<file path="config.mk">
export PLATFORM = sky130hd
export DESIGN_NAME = regfile_write_arbiter
export DESIGN_NICKNAME = d
export VERILOG_FILES = /design/src/rtl/regfile_write_arbiter.sv
export SDC_FILE = /design/constraint.sdc
export NUM_CORES = 1
export LEC_CHECK = 0
export BUFFER_PORTS_ARGS = -buffer_cell sky130_fd_sc_hd__buf_2
export CAP_MARGIN = 5
export CORE_AREA = 2 2 147 149
export CTS_BUF_LIST = sky130_fd_sc_hd__clkbuf_4 sky130_fd_sc_hd__clkbuf_8
export CTS_CLUSTER_DIAMETER = 40
export DETAILED_ROUTE_END_ITERATION = 10
export DIE_AREA = 0 0 149 151
export SYNTH_ARGS = -nofsm -noshare
export SYNTH_HDL_FRONTEND = slang
export SYNTH_SLANG_ARGS = --single-unit
</file>
<file path="constraint.sdc">
create_clock -name clock -period 6.2 [get_ports clock]
set_input_delay 1.24 -clock clock [delete_from_list [all_inputs] [get_ports clock]]
set_output_delay 1.24 -clock clock [all_outputs]
set_load 0.03 [all_outputs]
</file>
<file path="src/rtl/regfile_write_arbiter.sv">
`default_nettype none
// ============================================================================
//  Module      : regfile_write_arbiter
//  Description : Shares the single register-file write port between the
//                processor writeback path and a queued I/O side channel
//                (shape-button events, sensor values). The processor always
//                wins a contended cycle; I/O writes wait in a small FIFO and
//                drain into idle write cycles. A starvation counter asks the
//                processor for a one-cycle writeback stall when the queue
//                has been blocked for STARVE_LIMIT consecutive cycles.
//
//  Parameters  : DEPTH         I/O FIFO entries (power of two, >= 2)
//                STARVE_LIMIT  blocked cycles before a stall (1..255)
//
//  Ports       : clock             rising-edge clock, shared with the regfile
//                ctrl_reset        synchronous active-high reset
//                proc_we/wreg/wdata processor writeback request
//                io_req_valid/reg/data  I/O write request
//                io_req_ready      FIFO can accept a request this cycle
//                ctrl_writeEnable  register-file write enable
//                ctrl_writeReg     register-file write address
//                data_writeReg     register-file write data
//                io_stall_req      processor must suppress writeback
//                queue_count       FIFO occupancy
//                proc_violation    sticky: processor wrote during a stall
//
//  Revision    : 1.0  initial release
// ============================================================================
module regfile_write_arbiter #(
    parameter int DEPTH        = 4,
    parameter int STARVE_LIMIT = 8
) (
    input  logic                     clock,
    input  logic                     ctrl_reset,
    input  logic                     proc_we,
    input  logic [4:0]               proc_wreg,
    input  logic [31:0]              proc_wdata,
    input  logic                     io_req_valid,
    input  logic [4:0]               io_req_reg,
    input  logic [31:0]              io_req_data,
    output logic                     io_req_ready,
    output logic                     ctrl_writeEnable,
    output logic [4:0]               ctrl_writeReg,
    output logic [31:0]              data_writeReg,
    output logic                     io_stall_req,
    output logic [$clog2(DEPTH):0]   queue_count,
    output logic                     proc_violation
);

    localparam int                   c_PTR_W      = $clog2(DEPTH);
    localparam int                   c_CNT_W      = c_PTR_W + 1;
    localparam logic [c_CNT_W-1:0]   c_FULL       = c_CNT_W'(DEPTH);
    localparam logic [c_PTR_W-1:0]   c_PTR_ONE    = c_PTR_W'(1);
    localparam logic [c_CNT_W-1:0]   c_CNT_ONE    = c_CNT_W'(1);
    localparam logic [7:0]           c_STARVE_MAX = 8'(STARVE_LIMIT);

    // ------------------------------------------------------------------
    // State
    // ------------------------------------------------------------------
    logic [4:0]          r_mem_reg  [DEPTH];
    logic [31:0]         r_mem_data [DEPTH];
    logic [c_PTR_W-1:0]  r_wr_ptr;
    logic [c_PTR_W-1:0]  r_rd_ptr;
    logic [c_CNT_W-1:0]  r_count;
    logic [7:0]          r_starve;
    logic                r_violation;

    // ------------------------------------------------------------------
    // Combinational control
    // ------------------------------------------------------------------
    logic                w_empty;
    logic                w_full;
    logic                w_push;
    logic                w_pop;
    logic                w_stall;
    logic [4:0]          w_head_reg;
    logic [31:0]         w_head_data;

    assign w_empty     = (r_count == '0);
    assign w_full      = (r_count == c_FULL);
    assign w_head_reg  = r_mem_reg[r_rd_ptr];
    assign w_head_data = r_mem_data[r_rd_ptr];

    // Ready looks only at registered occupancy: a full FIFO refuses a push
    // even in a cycle that also pops, which keeps the ready path short.
    assign io_req_ready = !w_full && !ctrl_reset;
    assign w_push       = io_req_valid && io_req_ready;

    // Any cycle the processor leaves idle drains one entry, including
    // entries addressed to r0, which are consumed without a write.
    assign w_pop        = !ctrl_reset && !proc_we && !w_empty;

    assign w_stall      = (r_starve == c_STARVE_MAX);
    assign io_stall_req = w_stall && !ctrl_reset;

    assign queue_count    = r_count;
    assign proc_violation = r_violation;

    // ------------------------------------------------------------------
    // Write-port mux: processor first, then FIFO head, else idle.
    // ------------------------------------------------------------------
    always_comb begin
        ctrl_writeEnable = 1'b0;
        ctrl_writeReg    = 5'd0;
        data_writeReg    = 32'd0;
        if (!ctrl_reset) begin
            if (proc_we) begin
                ctrl_writeEnable = 1'b1;
                ctrl_writeReg    = proc_wreg;
                data_writeReg    = proc_wdata;
            end else if (w_pop && (w_head_reg != 5'd0)) begin
                ctrl_writeEnable = 1'b1;
                ctrl_writeReg    = w_head_reg;
                data_writeReg    = w_head_data;
            end
        end
    end

    // ------------------------------------------------------------------
    // FIFO storage (no reset needed: entries are only read when counted)
    // ------------------------------------------------------------------
    always_ff @(posedge clock) begin
        if (w_push) begin
            r_mem_reg[r_wr_ptr]  <= io_req_reg;
            r_mem_data[r_wr_ptr] <= io_req_data;
        end
    end

    // ------------------------------------------------------------------
    // Pointers, occupancy, starvation counter, violation flag
    // ------------------------------------------------------------------
    always_ff @(posedge clock) begin
        if (ctrl_reset) begin
            r_wr_ptr    <= '0;
            r_rd_ptr    <= '0;
            r_count     <= '0;
            r_starve    <= '0;
            r_violation <= 1'b0;
        end else begin
            // Pointers wrap naturally because DEPTH is a power of two.
            if (w_push) begin
                r_wr_ptr <= r_wr_ptr + c_PTR_ONE;
            end
            if (w_pop) begin
                r_rd_ptr <= r_rd_ptr + c_PTR_ONE;
            end

            if (w_push && !w_pop) begin
                r_count <= r_count + c_CNT_ONE;
            end else if (w_pop && !w_push) begin
                r_count <= r_count - c_CNT_ONE;
            end

            // Outside reset, a non-empty cycle without a pop means the
            // processor took the port; count it, saturating at the limit so
            // a non-compliant processor keeps the stall request asserted.
            if (w_pop || w_empty) begin
                r_starve <= '0;
            end else if (!w_stall) begin
                r_starve <= r_starve + 8'd1;
            end

            if (proc_we && w_stall) begin
                r_violation <= 1'b1;
            end
        end
    end

endmodule
`default_nettype wire

</file>
## Yosys cells after proc, flatten, opt, wreduce, memory -nomap -nowiden

Memory sizes are Yosys's and may differ from the RTL's. A register that Yosys moved wholly into a read port is not among the register bits.
Index checks and enable logic that the tools add are counted.

- Reductions and logical operators: 20
- Add/sub/neg operators: 5
- Equality and inequality tests: 2
- Mux-type cells: 17

Operators by type and width:

| operator | number |
|---|---|
| 2-to-1 mux 32 bit | 3 |
| 2-to-1 mux 5 bit | 3 |
| logical AND 1 bit | 9 |
| adder 8 x 1 -> 8 bit (second input constant) | 1 |
| == test 8 x 4 -> 1 bit (second input constant) | 1 |
| 2-to-1 mux 2 bit | 4 |
| zero test 1 bit | 6 |
| 2-to-1 mux 3 bit | 2 |
| 2-to-1 mux 1 bit | 5 |
| nonzero test 5 bit | 1 |
| adder 2 x 1 -> 2 bit (second input constant) | 2 |
| adder 3 x 1 -> 3 bit (second input constant) | 1 |
| == test 3 bit (second input constant) | 1 |
| zero test 3 bit | 1 |
| subtractor 3 x 1 -> 3 bit (second input constant) | 1 |
| nonzero test 2 bit | 1 |
| OR reduction 2 bit | 1 |
| logical OR 1 bit | 1 |

- Bits of input ports: 78
- Output and inout bits: 44
- Memories: 2
- Logic and storage cells: 51
- Bits in registers: 16
- Memory bits (writable): 148

Memory list:

| name | words | width | rd ports | clocked after Yosys merged registers in | wr ports | line | RTL |
|---|---|---|---|---|---|---|---|
| r_mem_data | 4 | 32 | 1 | 1 | 1 | 61 | `logic [31:0] r_mem_data [DEPTH];` |
| r_mem_reg | 4 | 5 | 1 | 1 | 1 | 60 | `logic [4:0] r_mem_reg [DEPTH];` |

## Depth between registers and ports, before layout

Gate-level depths: netlist (run 1).

- Depth in word-level cells: 8
- Depth in mapped cells: 10
- Depth with buffers taken out: 9

## Worst setup path before layout (run 1)

No wires, ideal clock.

- Path type: input -> output
- Start point: in ctrl_reset
- End point: out data_writeReg[23]
- Stages: 6
- Arrival: 2.640 ns
- Path buffers: 3
- Required time: 4.960 ns
- Setup slack: 2.320 ns
- Cells stage by stage: clkbuf_1 > nor2b_1 > clkbuf_1 > clkbuf_1 > nand2_1 > a31oi_1

- Longest elaborated chain between the ends: 7

RTL lines:

| element | line | RTL |
|---|---|---|
| start: declaration | 34 | `input logic ctrl_reset,` |
| zero test 1 bit | - |  |
| logical AND 1 bit (2 in a row) | 91 | `assign w_pop = !ctrl_reset && !proc_we && !w_empty;` |
| logical AND 1 bit | 111 | `end else if (w_pop && (w_head_reg != 5'd0)) begin` |
| 2-to-1 mux 32 bit | 111 |  |
| 2-to-1 mux 32 bit | 107 | `if (proc_we) begin` |
| 2-to-1 mux 32 bit (*) | 106 | `if (!ctrl_reset) begin` |
| end: declaration | 44 | `output logic [31:0] data_writeReg,` |

Every way passes the cells marked *; elsewhere a longest branch is shown, timed or not.

==> flow_summary.ini, run 1 <==
[clock_network]
clk_pin_slew_ps = 80
ctsHtreeMaxLevel = 4
numClockSinks = 166
postCtsSetupBuffers = 0
clock-root-buffer = clkbuf_8
clkLatencyLatePin_ps = 440
post_cts_resized = 0
holdBufCountCts = 0
cts_inserted_buffers = 17
clockBufferDepth = 2
cts_tree = done

[sta]
timing.final.ws_setup_ps = 1540
tightest_slew_ps = 1150
grt_setup_unrepaired = false
setup_viol = 0
clock.fmax_mhz = 215
fin_skew_ps = 15.9
drv_slew = 0
tns_ps = 0
hold_viol_final = 0
layout_min_cycle_time_ps = 4660
post-route-period-util = 0.752
maxSlewHeadroom = 0.234

[final_layout]
antenna_cells = 0
fin_nets = 625
multi_input_comb_area_um2 = 2060
largest_register_ffs = 128
regArea_um2 = 4810
fill_cells = 1981
layout-drive-gt1-share = 0.373
area_growth_pct = 17.7

[power]
swShare = 0.296
switchingPower_uw = 793
fin_total_pwr_uw = 2680
pwr-share-seq = 0.498
peakVddDrop_v = 0.000158
powerDensity_nw_per_um2 = 324
p_leak_uw = 0.00278
power.share.clock = 0.286
internal_power_uw = 1890
power_frac_comb = 0.216

[synth]
postSynthAreaPerCell_um2 = 16.5
synth.top_cell.area_share = 0.633
synth_ff_type = edfxtp_1
synthTopCellsByArea = edfxtp_1 63%, mux4_2 12%, dfxtp_1 5.1%
yosysMostFrequentCell = edfxtp_1
yosys-top-cells-count = 148 x edfxtp_1, 37 x mux4_2, 34 x nand2_1, 33 x a31oi_1, 32 x a32oi_1
synth_edf_count = 148
yosys.cell_types.count = 38
yosysWarnings = 0
synth_seq_area_share = 0.684
synth_nets = 513
yosys.area.top_type = edfxtp_1
synth_area_um2 = 7030
synthArstFlopShare = 0
synth-seq-cells = 166
synth_cells = 427

[worst_setup_path]
slowest_stage = dfxtp_4
crit_chain = mux4_2, nor3_4, buf_4, a31oi_1, buf_2
worst_path_largest_cell_delay_ps = 880
critPathMaxFanout = 37
required_ps = 4960
start_kind = register
criticalPathCategory = reg -> out
crit_path_end_kind = output port
cp.arrival_ps = 3420

[die]
std_cell_rows = 53
die_area_um2 = 22500
dieWidth_um = 149
core_um2 = 20800
io_pins = 122
initial_utilization = 0.337
die_h_um = 151

[global_route]
grt_use_total = 0.146
grt-ovfl-total = 0
antenna_found_initial = 2
grt_max_degree = 38
grt_pass1_vias = 4392
grt_pass1_wl_mm = 24.2

[route]
drt_pass1_iterations = 5
wirelength_mm = 16.1
vias = 4327
vias_per_cell = 5.24
ant_nets = 0
wl_per_cell_um = 19.6
drc = 0
drt-initial-drc-count = 359

[job]
cap_viol_max_count = 0

[placement]
pre_cts_slack_ps = 1820
io_buffers = 121
dp_hpwl_mm = 9.80
gp_congestion = 0.737

[worst_hold_path]
hold_path_class = reg -> reg

[outcome]
outcome = finished clean
[through the flow]
stage | utilization | cell area [um2] | hold slack (ps) | instances
2_1_floorplan | - | 7030 | 453 | 427
3_3_place_gp | 0.378 | 7880 | 461 | 795
3_5_place_dp | 0.378 | 7880 | 461 | 795
4_1_cts | 0.397 | 8270 | 479 | 825
5_1_grt | 0.397 | 8270 | 524 | 825
6_report | 0.397 | 8270 | 475 | 825
[cells by family after synthesis]
group | share of synthesized area
compound gates | 0.0912
simple gates | 0.0543
mux | 0.122
fa+ha+maj | 0.0153
xor+xnor | 0.00623
buf+inv | 0.0274
flops | 0.684
[final timing paths]
check	startpoint	endpoint	slack [ps]	cells past startpoint
min reg2reg	proc_violation	proc_violation	480	2
min	proc_violation	proc_violation	480	2
max	register	data_writeReg[7]	1540	5
max reg2reg	queue_count[0]	r_mem_data[2][5]	3700	3
[power groups by stage]
stage	logic, uW	clock network, uW	registers [uW]
after floorplan	419	0	1340
after detailed placement	578	0	1370
final	580	765	1330
after global routing	623	829	1350
after CTS	582	784	1340
after global placement	564	0	1360
[worst max-delay path: cells and delay by family, from the launching register on]
kind | cells | cell delay (ps)
AOI/OAI and AO/OA | 1 | 150
buffers and inverters | 2 | 650
DFF | 1 | 880
muxes | 1 | 640
and+or+nand+nor | 1 | 630
[placed cells by master, fill, tap and decap left out, drive strengths merged, types with 12 or more instances in the layout]
master    n
clkbuf   20
a31oi    33
edfxtp  148
nand2    34
mux4     37
a32oi    32
dfxtp    18
nor2     12
buf     125
[layout make-up]
type | instances | area share
tap | 275 | 0.0416
multi-input combinational | 220 | 0.249
clock inverter | 10 | 0.0159
sequential | 166 | 0.582
clock buffer | 20 | 0.0310
inverter | 9 | 0.00409
timing repair buffer | 125 | 0.0769
[per-layer routing]
| layer | vias to the layer above | part of all wire | GRT usage |
|---|---|---|---|
| met4 | 4 | 0.018 | 0.0519 |
| met3 | 28 | 0.073 | 0.0464 |
| met5 | - | 0.0015 | 0 |
| met2 | 154 | 0.51 | 0.256 |
| li1 | 1982 | - | - |
| met1 | 2159 | 0.40 | 0.169 |
Note: power is estimated with default switching activity, not from simulation.
==> run 2, diff against run 1 <==
- ABC_AREA: unset -> 1
- clock period: 6.2 -> 3.79 ns (I/O delays scaled with it)
==> run 2 against run 1 <==
- utilization rose by 0.34 points
- synthesized cell count rose by 35%
- global-route usage fell by 0.44 points
- first-iteration DRC count fell by 22%
- sequential power rose by 56%
- clock skew fell by 8.5 ps
- combinational power rose by 15%
- clock-buffer cell count fell by 3
- routed wire length fell by 3.7%
- critical path type unchanged
==> flow_summary.ini, run 2 <==
[sta]
post-route-period-util = 0.931
clock.fmax_mhz = 283
tns_ps = 0
hold_viol_final = 0
fin_skew_ps = 7.39
timing.final.ws_setup_ps = 260
grt_setup_unrepaired = false
setup_viol = 0
drv_slew = 0
maxSlewHeadroom = 0.320
hold_ws_ps = 470
layout_min_cycle_time_ps = 3530
tightest_slew_ps = 1020

[power]
swShare = 0.285
p_leak_uw = 0.00313
power_frac_comb = 0.163
switchingPower_uw = 1170
internal_power_uw = 2930
peakVddDrop_v = 0.000213
pwr-share-seq = 0.509
power.share.clock = 0.328
powerDensity_nw_per_um2 = 491

[final_layout]
layout_common_cells = 148 x edfxtp_1, 121 x buf_2, 76 x nor2_1, 76 x o21ai_0, 48 x a21oi_1
fill_cells = 1989
fin_nets = 780
layout-drive-gt1-share = 0.244
regArea_um2 = 4810
postLayoutCellArea_um2 = 8340
multi_input_comb_area_um2 = 1930
area_growth_pct = 19.5
largest_register_ffs = 128
final_common_cell = edfxtp_1

[clock_network]
post_cts_resized = 0
clockBufferDepth = 2
ctsHtreeMaxLevel = 4
cts_tree = done
postCtsSetupBuffers = 0
numClockSinks = 166
holdBufCountCts = 0
cts_inserted_buffers = 17
clkLatencyLatePin_ps = 460
clk_pin_slew_ps = 90
clock-root-buffer = clkbuf_8

[outcome]
outcome = finished clean

[worst_setup_path]
crit_top_cell = nand2_1
crit_buf_inv = 2
critPathMaxFanout = 38
slowest_stage = o21bai_4
r2r_end = queue_count[2]
required_ps = 3030
rr_worst_depth = 12
criticalPathCategory = reg -> out
start_kind = register
crit_chain = buf_4, nand3_1, nand2_1, nand2_1, o21bai_4, a21oi_1, buf_2
cp.arrival_ps = 2770
crit_path_end_kind = output port
reg2reg_from = queue_count[0]
ff2ff_setup_slack_ps = 1560
path_delay_family = compound AO/OA/AOI/OAI gates
worst_path_largest_cell_delay_ps = 810

[global_route]
grt_pass1_vias = 4441
antenna_found_initial = 3
grt_use_total = 0.142
grt-ovfl-total = 0
grt_pass1_wl_mm = 23.8
grt_max_degree = 39

[synth]
synth_edf_count = 148
synth_cells = 578
synth_area_um2 = 6980
synthArstFlopShare = 0
yosys.cell_types.count = 26
postSynthAreaPerCell_um2 = 12.1
synth_nets = 664
synth-seq-cells = 166
yosysMostFrequentCell = edfxtp_1
synth_seq_area_share = 0.689
yosys-top-cells-count = 148 x edfxtp_1, 80 x nor2_1, 76 x o21ai_0, 48 x a21oi_1, 42 x nand2_1
synth_ff_type = edfxtp_1
synth.top_cell.area_share = 0.637
yosysWarnings = 0
synthTopCellsByArea = edfxtp_1 64%, o21ai_0 5.5%, dfxtp_1 5.2%
yosys.area.top_type = edfxtp_1

[die]
initial_utilization = 0.335
die_area_um2 = 22500
io_pins = 122
core_um2 = 20800
dieWidth_um = 149
std_cell_rows = 53
die_h_um = 151

[worst_hold_path]
hold_path_class = reg -> reg
hold_start = proc_violation
hold_end = proc_violation
hold_path_depth = 2

[placement]
dp_hpwl_mm = 9.55
placed_area_um2 = 7910
gp_congestion = 0.699
pre_cts_slack_ps = 527
io_buffers = 121

[route]
drc = 0
drt-initial-drc-count = 280
wl_per_cell_um = 15.8
wirelength_mm = 15.5
vias_per_cell = 4.78
ant_nets = 0
drt_pass1_iterations = 4
vias = 4696

[job]
cap_viol_max_count = 0
run 2: cell type report:
class | instances | area share
sequential | 166 | 0.577
multi-input combinational | 348 | 0.231
timing repair buffer | 133 | 0.0864
tap | 275 | 0.0413
clock buffer | 17 | 0.0281
clock inverter | 14 | 0.0230
inverter | 28 | 0.0126
antenna | 2 | 0.000600
run 2: worst max-delay path by stage:
stage / from / endpoint / slack, ps / depth (start not counted)
2_1_floorplan: ctrl_reset / r_mem_data[0][0] / 90 / 3
3_3_place_gp: proc_we / data_writeReg[17] / 580 / 4
3_5_place_dp: proc_we / data_writeReg[17] / 530 / 4
4_1_cts: register / data_writeReg[17] / 140 / 8
5_1_grt: register / data_writeReg[17] / 30 / 7
6_report: register / data_writeReg[19] / 260 / 7
run 2: cells by family (layout without fill, tap and decap cells):
kind of cell | Yosys count | count (layout) | share of synthesized area
other | 0 | 2 | 0
buffers and inverters | 64 | 192 | 0.0411
AO/OA/AOI/OAI | 159 | 159 | 0.121
flip-flops | 166 | 166 | 0.689
AND/OR/NAND/NOR | 144 | 144 | 0.0820
multiplexers | 32 | 32 | 0.0459
XOR/XNOR | 5 | 5 | 0.00628
adder cells (fa/ha/maj) | 8 | 8 | 0.0154
run 2: power by group through the flow:
stage / logic [uW] / registers [uW] / clock network, uW
floorplan: 455 / 2130 / 0
global placement: 673 / 2130 / 0
detailed placement: 678 / 2130 / 0
CTS: 680 / 2080 / 1380
global route: 744 / 2090 / 1450
finish: 669 / 2080 / 1340
run 2: worst reg2reg max path: stages (launching register included):
cell     delay (ps)
dfxtp_1         390
inv_1            90
a31oi_1         190
nand2_1         330
inv_1           150
ha_1            150
inv_1            60
fa_1            380
nor2_1          110
nor2_1           40
nand2_1          70
o21ai_0          70
a21oi_1         120
run 2: routing by layer:
layer | track usage | up-vias | part of all wire
met5 | 0 | - | 0.00084
met4 | 0.0619 | 2 | 0.018
met3 | 0.0343 | 22 | 0.046
met2 | 0.230 | 110 | 0.47
met1 | 0.182 | 2232 | 0.46
li1 | - | 2330 | -
run 2: metrics by stage:
step | power, uW | util | std cells
after CTS | 4140 | 0.400 | 981
after floorplan | 2590 | - | 578
after global placement | 2800 | 0.380 | 950
final | 4100 | 0.400 | 983
after global routing | 4280 | 0.400 | 981
after detailed placement | 2810 | 0.380 | 950
